===== config.mk =====
export PLATFORM = sky130hd
export DESIGN_NAME = fetch_sequencer
export DESIGN_NICKNAME = d
export VERILOG_FILES = /design/src/rtl/fetch_sequencer_pkg.sv /design/src/rtl/fetch_sequencer_mem_wait_counter.sv /design/src/rtl/fetch_sequencer.sv
export SDC_FILE = /design/constraint.sdc
export NUM_CORES = 1
export LEC_CHECK = 0
export CELL_PAD_IN_SITES_DETAIL_PLACEMENT = 2
export CELL_PAD_IN_SITES_GLOBAL_PLACEMENT = 2
export CORE_MARGIN = 2
export CORE_UTILIZATION = 27
export CTS_CLUSTER_DIAMETER = 200
export DETAILED_ROUTE_END_ITERATION = 8
export PLACE_DENSITY_LB_ADDON = 0.3
export REMOVE_ABC_BUFFERS = 1
export SLEW_MARGIN = 15
export SYNTH_ARGS = -nofsm -noshare
export SYNTH_HDL_FRONTEND = slang
export SYNTH_SLANG_ARGS = --single-unit
export TNS_END_PERCENT = 20

===== constraint.sdc =====
create_clock -name Clock_i -period 1.85 [get_ports Clock_i]
set_input_delay 0.37 -clock Clock_i [delete_from_list [all_inputs] [get_ports Clock_i]]
set_output_delay 0.37 -clock Clock_i [all_outputs]
set_load 0.01 [all_outputs]

===== src/rtl/fetch_sequencer_pkg.sv =====
// rtl/fetch_sequencer_pkg.sv - shared encodings and helpers for the multicycle fetch front end
package fetch_sequencer_pkg;

  typedef enum logic [3:0] {
    RESET_HOLD = 4'd0,
    FETCH_ADDR = 4'd1,
    FETCH_WAIT = 4'd2,
    IR_LOAD    = 4'd3,
    DECODE     = 4'd4,
    DISPATCH   = 4'd5,
    EXC_EPC    = 4'd6,
    EXC_WAIT   = 4'd7,
    EXC_LOAD   = 4'd8
  } state_e;

  localparam logic [2:0] PCSRC_ALU      = 3'b000;
  localparam logic [2:0] PCSRC_MEMBYTE  = 3'b011;
  localparam logic [1:0] IORD_PC        = 2'b00;
  localparam logic [1:0] IORD_VEC       = 2'b10;
  localparam logic [1:0] ALUSRCB_BRANCH = 2'b11;
  localparam logic [2:0] ALUOP_ADD      = 3'b001;
  localparam logic [2:0] ALUOP_SUB      = 3'b010;

  localparam int unsigned EXC_OPCODE = 0;
  localparam int unsigned EXC_OVFL   = 1;
  localparam int unsigned EXC_DIV0   = 2;

  typedef struct packed {
    logic       reset_signal;
    logic [2:0] pc_src;
    logic [1:0] iord;
    logic       alu_src_a;
    logic [1:0] alu_src_b;
    logic [2:0] alu_op;
    logic       pc_write;
    logic       ir_write;
    logic       a_write;
    logic       b_write;
    logic       aluout_write;
    logic       epc_write;
    logic       mem_wr;
    logic       dispatch_valid;
  } ctrl_t;

  localparam ctrl_t CTRL_RESET = '{reset_signal: 1'b1, default: '0};

  // Lowest set bit wins, so cause 0 has the highest priority.
  function automatic int unsigned lowest_set(input logic [31:0] v);
    int unsigned idx;
    idx = 0;
    for (int i = 31; i >= 0; i--) begin
      if (v[i]) idx = unsigned'(i);
    end
    return idx;
  endfunction

endpackage


===== src/rtl/fetch_sequencer_mem_wait_counter.sv =====
// rtl/fetch_sequencer_mem_wait_counter.sv - memory wait-state down counter shared by fetch and exception reads
module mem_wait_counter #(
  parameter int unsigned WIDTH = 1
) (
  input  logic             clk_i,
  input  logic             rst_ni,
  input  logic             load_i,
  input  logic [WIDTH-1:0] load_val_i,
  input  logic             dec_i,
  output logic             zero_o
);

  logic [WIDTH-1:0] count_q, count_d;

  always_comb begin
    count_d = count_q;
    if (load_i) begin
      count_d = load_val_i;
    end else if (dec_i && (count_q != '0)) begin
      count_d = count_q - WIDTH'(1);
    end
  end

  always_ff @(posedge clk_i or negedge rst_ni) begin
    if (!rst_ni) count_q <= '0;
    else         count_q <= count_d;
  end

  assign zero_o = (count_q == '0);

endmodule


===== src/rtl/fetch_sequencer.sv =====
// rtl/fetch_sequencer.sv - fetch/decode/exception-entry controller for the multicycle MIPS datapath
module fetch_sequencer
  import fetch_sequencer_pkg::*;
#(
  parameter int unsigned MEM_WAIT    = 1,
  parameter logic [1:0]  PC_STEP_SEL = 2'b01,
  parameter int unsigned NUM_EXC     = 3,
  parameter logic [7:0]  VEC_BASE    = 8'd253,
  localparam int unsigned CAUSE_W    = (NUM_EXC > 1) ? $clog2(NUM_EXC) : 1
) (
  input  logic               Clock_i,
  input  logic               Reset_ni,
  input  logic               Op_Valid_i,
  input  logic               Exec_Done_i,
  input  logic [NUM_EXC-1:0] Exc_Req_i,
  output logic               Reset_Signal_o,
  output logic [2:0]         PC_Src_o,
  output logic [1:0]         IorD_o,
  output logic               ALU_SrcA_o,
  output logic [1:0]         ALU_SrcB_o,
  output logic [2:0]         ALU_Op_o,
  output logic               PC_Write_o,
  output logic               IR_Write_o,
  output logic               A_Write_o,
  output logic               B_Write_o,
  output logic               ALUOut_Write_o,
  output logic               EPC_Write_o,
  output logic               Mem_WR_o,
  output logic               Dispatch_Valid_o,
  output logic [7:0]         Exc_Vector_o,
  output logic [CAUSE_W-1:0] Exc_Cause_o
);

  localparam int unsigned CNT_W     = (MEM_WAIT > 0) ? $clog2(MEM_WAIT + 1) : 1;
  localparam int unsigned WAIT_LOAD = (MEM_WAIT > 0) ? MEM_WAIT - 1 : 0;

  state_e             state_q, state_d;
  logic               hold_done_q;
  logic [CAUSE_W-1:0] cause_q, cause_d;
  ctrl_t              ctrl_q, ctrl_d;
  logic [7:0]         vec_q, vec_d;
  logic               cnt_load, cnt_dec, cnt_zero;

  mem_wait_counter #(.WIDTH(CNT_W)) u_wait (
    .clk_i      (Clock_i),
    .rst_ni     (Reset_ni),
    .load_i     (cnt_load),
    .load_val_i (CNT_W'(WAIT_LOAD)),
    .dec_i      (cnt_dec),
    .zero_o     (cnt_zero)
  );

  // Outputs are registered from the next state so they line up with state_q.
  always_ff @(posedge Clock_i or negedge Reset_ni) begin
    if (!Reset_ni) begin
      state_q     <= RESET_HOLD;
      hold_done_q <= 1'b0;
      cause_q     <= '0;
      ctrl_q      <= CTRL_RESET;
      vec_q       <= '0;
    end else begin
      state_q     <= state_d;
      hold_done_q <= 1'b1;
      cause_q     <= cause_d;
      ctrl_q      <= ctrl_d;
      vec_q       <= vec_d;
    end
  end

  always_comb begin
    state_d  = state_q;
    cause_d  = cause_q;
    cnt_load = 1'b0;
    cnt_dec  = 1'b0;
    case (state_q)
      RESET_HOLD: if (hold_done_q) state_d = FETCH_ADDR;
      FETCH_ADDR: begin
        cnt_load = 1'b1;
        state_d  = (MEM_WAIT > 0) ? FETCH_WAIT : IR_LOAD;
      end
      FETCH_WAIT: begin
        if (cnt_zero) state_d = IR_LOAD;
        else          cnt_dec = 1'b1;
      end
      IR_LOAD: state_d = DECODE;
      DECODE: begin
        if (!Op_Valid_i) begin
          cause_d = CAUSE_W'(EXC_OPCODE);
          state_d = EXC_EPC;
        end else begin
          state_d = DISPATCH;
        end
      end
      DISPATCH: begin
        if (|Exc_Req_i) begin
          cause_d = CAUSE_W'(lowest_set(32'(Exc_Req_i)));
          state_d = EXC_EPC;
        end else if (Exec_Done_i) begin
          state_d = FETCH_ADDR;
        end
      end
      EXC_EPC: begin
        cnt_load = 1'b1;
        state_d  = (MEM_WAIT > 0) ? EXC_WAIT : EXC_LOAD;
      end
      EXC_WAIT: begin
        if (cnt_zero) state_d = EXC_LOAD;
        else          cnt_dec = 1'b1;
      end
      EXC_LOAD: state_d = FETCH_ADDR;
      default:  state_d = FETCH_ADDR;
    endcase
  end

  always_comb begin
    ctrl_d = '0;
    vec_d  = '0;
    case (state_d)
      RESET_HOLD: ctrl_d.reset_signal = 1'b1;
      FETCH_ADDR: begin
        ctrl_d.iord      = IORD_PC;
        ctrl_d.alu_src_b = PC_STEP_SEL;
        ctrl_d.alu_op    = ALUOP_ADD;
        ctrl_d.pc_write  = 1'b1;
      end
      IR_LOAD: ctrl_d.ir_write = 1'b1;
      DECODE: begin
        ctrl_d.a_write      = 1'b1;
        ctrl_d.b_write      = 1'b1;
        ctrl_d.aluout_write = 1'b1;
        ctrl_d.alu_src_b    = ALUSRCB_BRANCH;
        ctrl_d.alu_op       = ALUOP_ADD;
      end
      DISPATCH: ctrl_d.dispatch_valid = 1'b1;
      EXC_EPC: begin
        ctrl_d.alu_src_b = PC_STEP_SEL;
        ctrl_d.alu_op    = ALUOP_SUB;
        ctrl_d.epc_write = 1'b1;
        ctrl_d.iord      = IORD_VEC;
        vec_d            = VEC_BASE + 8'(cause_d);
      end
      EXC_WAIT: begin
        ctrl_d.iord = IORD_VEC;
        vec_d       = VEC_BASE + 8'(cause_d);
      end
      EXC_LOAD: begin
        ctrl_d.pc_src   = PCSRC_MEMBYTE;
        ctrl_d.pc_write = 1'b1;
        vec_d           = VEC_BASE + 8'(cause_d);
      end
      default: ;
    endcase
  end

  assign Reset_Signal_o   = ctrl_q.reset_signal;
  assign PC_Src_o         = ctrl_q.pc_src;
  assign IorD_o           = ctrl_q.iord;
  assign ALU_SrcA_o       = ctrl_q.alu_src_a;
  assign ALU_SrcB_o       = ctrl_q.alu_src_b;
  assign ALU_Op_o         = ctrl_q.alu_op;
  assign PC_Write_o       = ctrl_q.pc_write;
  assign IR_Write_o       = ctrl_q.ir_write;
  assign A_Write_o        = ctrl_q.a_write;
  assign B_Write_o        = ctrl_q.b_write;
  assign ALUOut_Write_o   = ctrl_q.aluout_write;
  assign EPC_Write_o      = ctrl_q.epc_write;
  assign Mem_WR_o         = ctrl_q.mem_wr;
  assign Dispatch_Valid_o = ctrl_q.dispatch_valid;
  assign Exc_Vector_o     = vec_q;
  assign Exc_Cause_o      = cause_q;

endmodule

==> impl_metrics.xml <==
<?xml version="1.0" encoding="UTF-8"?>
<metrics>
  <group name="drt">
    <metric name="drc" unit="">0</metric>
    <metric name="avgRoutedWirePerCell" unit="um">14.5</metric>
    <metric name="post_drt_via_cell_ratio" unit="">4.44</metric>
    <metric name="route.vias.total" unit="">795</metric>
    <metric name="drt.antenna.violating_nets" unit="">0</metric>
    <metric name="drt_first_pass_iters" unit="">4</metric>
    <metric name="drtIter0Drc" unit="">10</metric>
    <metric name="wirelength" unit="mm">2.60</metric>
  </group>
  <group name="global_route">
    <metric name="largest_net_degree_at_the_start_of_global_routing" unit="">16</metric>
    <metric name="grt_first_pass_wirelength" unit="mm">4.17</metric>
    <metric name="grt_usage" unit="%">12.7</metric>
    <metric name="grt_pass1_vias" unit="">885</metric>
    <metric name="antenna_violations_before_repair" unit="">0</metric>
    <metric name="grt-ovfl-total" unit="">0</metric>
  </group>
  <group name="placement">
    <metric name="globalplace.congestion" unit="">0.781</metric>
    <metric name="io_buffer_count" unit="">31</metric>
    <metric name="place_hpwl" unit="mm">2.05</metric>
    <metric name="postPlaceCellArea" unit="sq mm">0.00140</metric>
  </group>
  <group name="floorplan">
    <metric name="io_pins" unit="">37</metric>
    <metric name="start_util" unit="%">28.7</metric>
    <metric name="die_h" unit="um">67.1</metric>
    <metric name="fp.dieW" unit="um">67.1</metric>
    <metric name="placementRows" unit="">22</metric>
    <metric name="core_area" unit="sq mm">0.00374</metric>
    <metric name="die_footprint" unit="sq mm">0.00450</metric>
  </group>
  <group name="setup_path">
    <metric name="reg2reg_setup_slack" unit="ns">0.19</metric>
    <metric name="path_max_fanout" unit="">4</metric>
    <metric name="critical_path_required_time" unit="ns">2.05</metric>
    <metric name="worst_setup_path_endpoint" unit="">PC_Write_o</metric>
    <metric name="r2r.worst_path.cells" unit="">5</metric>
    <metric name="timing.critical_path.from_type" unit="">input pin</metric>
    <metric name="crit_chain" unit="">clkdlybuf4s50_1 &gt; or4b_4 &gt; nor3b_4 &gt; buf_4 &gt; o21ai_2 &gt; or3b_1</metric>
    <metric name="critical-path-max-stage-delay" unit="ns">0.61</metric>
    <metric name="rr_startpoint" unit="">state_q[0]</metric>
    <metric name="endpoint_kind" unit="">register</metric>
    <metric name="crit_path_start" unit="">Exc_Req_i[0]</metric>
    <metric name="path_class" unit="">input pin to register</metric>
    <metric name="worst_path_max_delay_cell" unit="">or4b_4</metric>
    <metric name="crit-reg2reg-capture" unit="">PC_Write_o</metric>
    <metric name="cp_data_arrival_time" unit="ns">2.04</metric>
  </group>
  <group name="final_layout">
    <metric name="final_nets" unit="">140</metric>
    <metric name="most-common-layout-cells" unit="">31 x clkdlybuf4s50_1, 21 x dfrtp_1, 11 x nor2_1</metric>
    <metric name="num_antenna_cells" unit="">0</metric>
    <metric name="sequential_cell_area_in_the_final_layout" unit="sq um">552</metric>
    <metric name="multi_input_logic_area" unit="sq um">392</metric>
    <metric name="most_common_cell_after_layout_fill_and_taps_aside" unit="">clkdlybuf4s50_1</metric>
    <metric name="drive_above_1_share" unit="%">17.6</metric>
    <metric name="final_design_area_no_fill" unit="sq mm">0.00148</metric>
    <metric name="number_of_fill_cells" unit="">422</metric>
    <metric name="area.growth.synth_to_final" unit="%">37.4</metric>
  </group>
  <group name="min_path">
    <metric name="hp-class" unit="">input pin to asynchronous set/reset pin</metric>
  </group>
  <group name="cts">
    <metric name="cts_max_level" unit="">1</metric>
    <metric name="max-clock-path-buffers" unit="">2</metric>
    <metric name="clk_root_buffer_cell" unit="">clkbuf_8</metric>
    <metric name="cts_inserted_buffers" unit="">3</metric>
    <metric name="cts_hold_repair.buffers" unit="">0</metric>
    <metric name="worst_setup_hold_path_clk_slew" unit="ns">0.08</metric>
    <metric name="worstSkewPairLatency" unit="ns">0.26</metric>
    <metric name="tritoncts_num_sinks" unit="">22</metric>
    <metric name="cts_tree" unit="">built</metric>
  </group>
  <group name="synthesis">
    <metric name="post_synth_top_area_cell" unit="">dfrtp_1</metric>
    <metric name="netlist_top_cells_area" unit="">dfrtp_1 49%, buf_4 9.8%, nor2_1 3.8%</metric>
    <metric name="portion_of_the_post_synthesis_area_used_by_sequential_elements" unit="%">51.4</metric>
    <metric name="syn_area" unit="sq mm">0.00107</metric>
    <metric name="post-synth-top-area-fraction" unit="%">49.0</metric>
    <metric name="yosys.cell_types.count" unit="">34</metric>
    <metric name="cell_count_after_synthesis" unit="">100</metric>
    <metric name="syn_avg_cell_area" unit="sq um">10.7</metric>
    <metric name="ys_warn_count" unit="">0</metric>
    <metric name="yosys_register_bits" unit="">22</metric>
  </group>
  <group name="sta">
    <metric name="post-route-period-util" unit="%">99.0</metric>
    <metric name="setup_tns" unit="ns">0</metric>
    <metric name="max_clock_freq" unit="MHz">546</metric>
    <metric name="drv_slew" unit="">0</metric>
    <metric name="setup_viol" unit="">0</metric>
    <metric name="rsz0062_at_grt" unit="">no</metric>
    <metric name="skew" unit="ns">0.000954</metric>
    <metric name="report.final.hold_viol_count" unit="">0</metric>
    <metric name="finalWorstPathRequiredPeriod" unit="ns">1.83</metric>
  </group>
  <group name="pwr">
    <metric name="p_per_area" unit="mW/mm^2">1740</metric>
    <metric name="worst_ir_drop_vdd" unit="V">0.000460</metric>
    <metric name="static-leakage-power" unit="uW">0.000688</metric>
  </group>
  <group name="run_status">
    <metric name="status" unit="">completed</metric>
  </group>
  <group name="run">
    <metric name="maxCapViolations" unit="">0</metric>
  </group>
</metrics>
-- cells by family (layout without fill, tap and decap cells) --
family | after synthesis | after routing | share of synthesized area, %
adders and majority gates | 1 | 1 | 1.17
and+or+nand+nor | 41 | 41 | 23.4
AOI/OAI and AO/OA | 10 | 10 | 8.04
buffers and inverters | 22 | 49 | 13.5
DFF | 22 | 22 | 51.4
other | 2 | 6 | 0.700
xor gates and xnor gates | 1 | 1 | 0.816
muxes | 1 | 1 | 0.932
-- synth_stat cells, drive strengths merged --
cell    number
o21ai        3
inv          4
xor2         1
dfrtp       21
nand2b       2
clkbuf       1
nand2        6
a21oi        3
o211ai       1
and2         2
mux2i        1
nand4b       1
nand3        5
ha           1
nor2        11
nor2b        3
nor3b        2
or2b         2
a21o         1
or4b         1
dfstp        1
a32o         1
nor4         1
conb         2
o32ai        1
nor3         1
or2          1
or3b         1
buf         17
and3         2
-- worst min-delay path by stage --
stage	start	to	slack (ns)	depth (start not counted)
floorplan	Reset_ni	ALU_Op_o[0]	0.07	0
global placement	state_q[3]	Reset_Signal_o	0.59	2
detailed placement	state_q[3]	Reset_Signal_o	0.59	2
CTS	Reset_ni	state_q[0]	0.43	1
global route	Reset_ni	state_q[0]	0.43	1
finish	Reset_ni	state_q[0]	0.42	1
-- flip-flops by register name, summed over array words and instances, names as in the netlist, 2 cells and up --
| name | flops |
|---|---|
| Exc_Cause_o | 2 |
| ALU_Op_o | 2 |
| Exc_Vector_o | 3 |
| state_q | 4 |
| ALU_SrcB_o | 2 |
-- per-stage QoR --
step / total power (uW) / setup slack (ns) / utilization, % / hold WS, ns / cells
after floorplan: 1410 / 0.212 / - / 0.0744 / 86
after global placement: 2100 / -0.175 / 37.3 / 0.592 / 174
after detailed placement: 2150 / -0.235 / 37.3 / 0.591 / 174
after CTS: 2610 / 0.0327 / 39.2 / 0.430 / 178
after global routing: 2750 / 0.00154 / 39.4 / 0.426 / 179
final: 2570 / 0.0176 / 39.4 / 0.419 / 179
-- metal layers --
| metal | part of all wire [%] | up-vias | routed length [um] | track usage [%] |
|---|---|---|---|---|
| met5 | 0 | - | 0 | 0 |
| met4 | 0.42 | 0 | 11 | 3.06 |
| met3 | 6.3 | 2 | 164 | 2.53 |
| met2 | 53 | 31 | 1370 | 23.9 |
| met1 | 41 | 397 | 1060 | 14.3 |
| li1 | - | 365 | - | - |
-- critical path: cells and delay by family --
| kind | cells | cell delay, ns |
|---|---|---|
| AOI/OAI and AO/OA | 1 | 0.07 |
| and+or+nand+nor | 3 | 1.00 |
| buffers and inverters | 2 | 0.59 |
-- where the power goes --
part | leakage, uW | internal, uW | switching [uW]
Combinational | 0.000369 | 694 | 668
Sequential | 0.000283 | 666 | 93.5
Clock | 0.0000357 | 289 | 158
Total | 0.000688 | 1650 | 919
-- area by class of cell --
| class | instances | share of cell area, % |
|---|---|---|
| flip-flops and latches | 22 | 37.4 |
| multi-input cells | 60 | 26.5 |
| repair buffers | 41 | 26.1 |
| well taps | 48 | 4.07 |
| clock buffers | 3 | 2.80 |
| clock inverters | 1 | 2.04 |
| inverters | 4 | 1.02 |
-- timing repair --
| action | in CTS | in global routing |
|---|---|---|
| gates resized for setup | 0 | 0 |
| hold endpoints to repair | 0 | 0 |
| buffers inserted | 0 | 1 |
| setup endpoints to repair | 0 | 1 |
(Power assumes the default switching activity.)
